==> config.mk <==
export PLATFORM = sky130hd
export DESIGN_NAME = lfsr16
export DESIGN_NICKNAME = d
export VERILOG_FILES = /design/src/rtl/sort_checker_pkg.sv /design/src/rtl/lfsr16.sv
export SDC_FILE = /design/constraint.sdc
export NUM_CORES = 1
export LEC_CHECK = 0
export ABC_AREA = 1
export BUFFER_PORTS_ARGS = -buffer_cell sky130_fd_sc_hd__buf_2
export CAP_MARGIN = 20
export CORE_ASPECT_RATIO = 0.7
export CORE_UTILIZATION = 27
export DETAILED_ROUTE_END_ITERATION = 8
export PLACE_DENSITY = 0.46
export SETUP_SLACK_MARGIN = 0.5
export SLEW_MARGIN = 5
export SYNTH_ARGS = -nofsm -noshare
export SYNTH_HDL_FRONTEND = slang
export SYNTH_SLANG_ARGS = --single-unit
==> constraint.sdc <==
create_clock -name clk_i -period 2 [get_ports clk_i]
set_input_delay 0.3 -clock clk_i [delete_from_list [all_inputs] [get_ports clk_i]]
set_output_delay 0.3 -clock clk_i [all_outputs]
set_load 0.1 [all_outputs]
==> src/rtl/sort_checker_pkg.sv <==
// Shared types and constants for the sort checker: FSM state encoding,
// backpressure LFSR constants, statistics counter width and a saturating
// increment helper.
package sort_checker_pkg;

  typedef enum logic [0:0] {
    IDLE_S = 1'b0,
    RECV_S = 1'b1
  } state_e;

  // Fibonacci LFSR, polynomial taps 16,14,13,11. With a right-shifting
  // register these taps land on bits 0,2,3,5; the feedback enters at bit 15.
  localparam logic [15:0] LFSR_SEED = 16'hACE1;
  localparam logic [15:0] LFSR_TAPS = 16'h002D;

  localparam int CNT_W = 16;

  function automatic logic [CNT_W-1:0] sat_inc(input logic [CNT_W-1:0] v,
                                               input logic             en);
    return (en && (v != '1)) ? v + CNT_W'(1) : v;
  endfunction

endpackage

==> src/rtl/lfsr16.sv <==
// Free-running 16-bit Fibonacci LFSR used as the backpressure pattern.
module lfsr16
  import sort_checker_pkg::*;
(
  input  logic        clk_i,
  input  logic        arst_n_i,
  output logic [15:0] state_o
);

  logic [15:0] lfsr_q, lfsr_d;

  // Shift right, feedback from the tapped bits enters at the top
  always_comb begin
    lfsr_d = {^(lfsr_q & LFSR_TAPS), lfsr_q[15:1]};
  end

  // State register, reloads the seed in reset
  always_ff @(posedge clk_i or negedge arst_n_i) begin
    if (!arst_n_i) lfsr_q <= LFSR_SEED;
    else           lfsr_q <= lfsr_d;
  end

  assign state_o = lfsr_q;

endmodule

==> results.py <==
metrics = {
    "detailed_routing": {
        "final_antenna_net_count": 0,
        "wire_per_inst_um": 9.58,
        "vias_per_cell": 3.48,
        "initial_drc_count": 12,
        "routed-via-count": 296,
        "totalWireLength_um": 814,
        "detail_route.drc_violations": 0,
        "drtPass1Iterations": 3,
    },
    "placed_design": {
        "globalplace.congestion": 0.602,
        "place_hpwl_um": 567,
        "port_buffers": 17,
        "detailedPlace.worstSlack_ns": 0.731,
        "place_area_um2": 604,
    },
    "run": {
        "max_cap_violations": 0,
    },
    "synthesis": {
        "post_synth_instance_area_um2": 594,
        "synthCells": 48,
        "yosys_warnings": 0,
        "synth_nets": 50,
        "netlist-cell-type-count": 8,
        "syn_avg_cell_area_um2": 12.4,
        "ys_seq_elements": 16,
        "synth_seq_area_share_pct": 69.1,
    },
    "sta": {
        "timing_max_transition_violations_final": 0,
        "max_slew_margin_pct": 67.8,
        "post-route-period-util_pct": 70.1,
        "rsz0062_at_grt": "false",
        "setup_violations": 0,
        "setup_tns_ns": 0,
        "finalWorstSetupSlack_ns": 0.599,
        "report.final.hold_viol_count": 0,
        "clk_skew_ns": 0.00323,
        "tmin_final_ns": 1.40,
        "timing_worst_slew_pin_value_ns": 0.486,
        "peak_clock_frequency_supported_by_timing_mhz": 714,
    },
    "finish": {
        "share_of_post_route_cells_with_drive_strength_above_1_pct": 54.5,
        "num_antenna_cells": 0,
        "largest_register_ff_count": 16,
        "fillerInstances": 222,
        "layout-area-overhead-vs-synth_pct": 14.9,
        "layout.nets": 58,
        "stdcell_area_um2": 683,
    },
    "power_and_ir_drop": {
        "power_density_over_the_cells_mw_per_mm2": 788,
        "p_leak_nw": 0.351,
        "worst_ir_drop_vdd_uv": 400,
    },
    "global_routing": {
        "grtUsageTotal_pct": 8.21,
        "grt_start_max_net_pins": 17,
        "grt_pass1_wl_um": 1260,
        "initial_antenna_violation_count": 0,
        "first_global_vias": 280,
        "aggregate_global_routing_overflow": 0,
    },
    "worst_setup_path": {
        "worstPathRequired_ns": 1.70,
        "critPathTopFamily": "flip-flops",
        "worst_path_max_delay_cell": "dfstp_2",
        "critical_path.n_buffers_inverters": 1,
        "critPathLaunchType": "flip-flop",
        "crit_path_max_incr_delay_ns": 0.54,
        "critical_path.endpoint_type": "output port",
        "crit_path_max_fanout": 2,
        "criticalPathCategory": "flip-flop to output port",
        "critPathArrivalTime_ns": 1.10,
        "path_cells": "buf_4",
    },
    "floorplan": {
        "placeableCoreArea_mm2": 0.00197,
        "chipWidth_um": 58.1,
        "fp.dieH_um": 41.3,
        "initial_utilization_pct": 30.2,
        "rows": 13,
        "die-area_mm2": 0.00240,
        "floorplan.io_pins": 18,
    },
    "cts": {
        "worstSkewPairLatency_ns": 0.28,
        "clk_pin_slew_ns": 0.09,
        "clockRootBuffer": "clkbuf_4",
        "tritoncts": "built",
        "cts_num_sinks": 16,
        "cts-root-to-sink-buffers": 2,
        "post_cts_buffers": 0,
        "numCtsBuffers": 3,
        "h_tree_depth": 1,
    },
    "outcome": {
        "status": "completed",
    },
    "min_path": {
        "worstHoldPathType": "flip-flop to flip-flop",
    },
}
cell usage after synthesis:
cell     instances  area (um2)
buf_4           15         113
dfrtp_1          8         200
dfstp_2          8         210
inv_1            5        18.8
nand2_1          9        33.8
nor2_1           1        3.75
nor2_2           1        6.26
xnor2_1          1        8.76
final timing paths:
kind / start / to / slack (ns) / cells after the start
min in group asynchronous: arst_n_i / state_o[12] / 0.44 / 2
min reg2reg: state_o[6] / state_o[5] / 0.37 / 0
max reg2reg: state_o[5] / state_o[15] / 1.04 / 5
max in group asynchronous: arst_n_i / state_o[13] / 1.26 / 2
min: state_o[6] / state_o[5] / 0.37 / 0
max: state_o[7] / state_o[7] / 0.60 / 1
where the power goes:
group / internal (mW) / switching, mW
Combinational: 0.00198 / 0.00593
Sequential: 0.324 / 0
Clock: 0.111 / 0.0956
Total: 0.437 / 0.102
layout by cell type, fill, tap and decap left out:
| master | count |
|---|---|
| nand2_1 | 9 |
| dfstp_2 | 8 |
| dfrtp_1 | 8 |
| buf_2 | 7 |
| buf_4 | 6 |
| inv_1 | 5 |
| clkbuf_4 | 5 |
| buf_6 | 2 |
| xnor2_1 | 1 |
| nor2_1 | 1 |
| nor2_2 | 1 |
| clkbuf_8 | 1 |
| dlygate4sd3_1 | 1 |
metal layers:
| metal | GRT usage [%] | wire [um] |
|---|---|---|
| met1 | 9.73 | 403 |
| met2 | 11.5 | 346 |
| met3 | 6.62 | 65 |
| met4 | 1.79 | 0 |
| met5 | 0 | 0 |
kinds of logic after synthesis:
logic type | Yosys count | synth area share, %
and+or+nand+nor | 11 | 7.37
buffers and inverters | 20 | 22.1
xor gates and xnor gates | 1 | 1.47
DFF | 16 | 69.1
area by class of cell:
class / instances / area [um2] / share of cell area [%]
inverters: 5 / 18.8 / 2.75
clock buffers: 4 / 36.3 / 5.31
well taps: 30 / 37.5 / 5.49
repair buffers: 18 / 128 / 18.7
flip-flops and latches: 16 / 410 / 60.1
multi-input cells: 12 / 52.6 / 7.69
timing repair:
item,4_1_cts,5_1_grt
endpoints found under the hold margin,8,0
gates resized for setup,8,4
endpoints found under the setup margin,8,4
hold buffers,1,0
stage by stage:
| step | hold WS (ns) | instances | total power [mW] | utilization [%] |
|---|---|---|---|---|
| final | 0.370 | 85 | 0.538 | 34.7 |
| after global routing | 0.379 | 85 | 0.570 | 34.7 |
| after CTS | 0.372 | 85 | 0.550 | 34.1 |
| after detailed placement | 0.226 | 80 | 0.337 | 30.7 |
| after global placement | 0.224 | 80 | 0.337 | 30.7 |
| after floorplan | 0.00441 | 48 | 0.330 | - |
No activity file was read; power rests on OpenSTA's default activity.
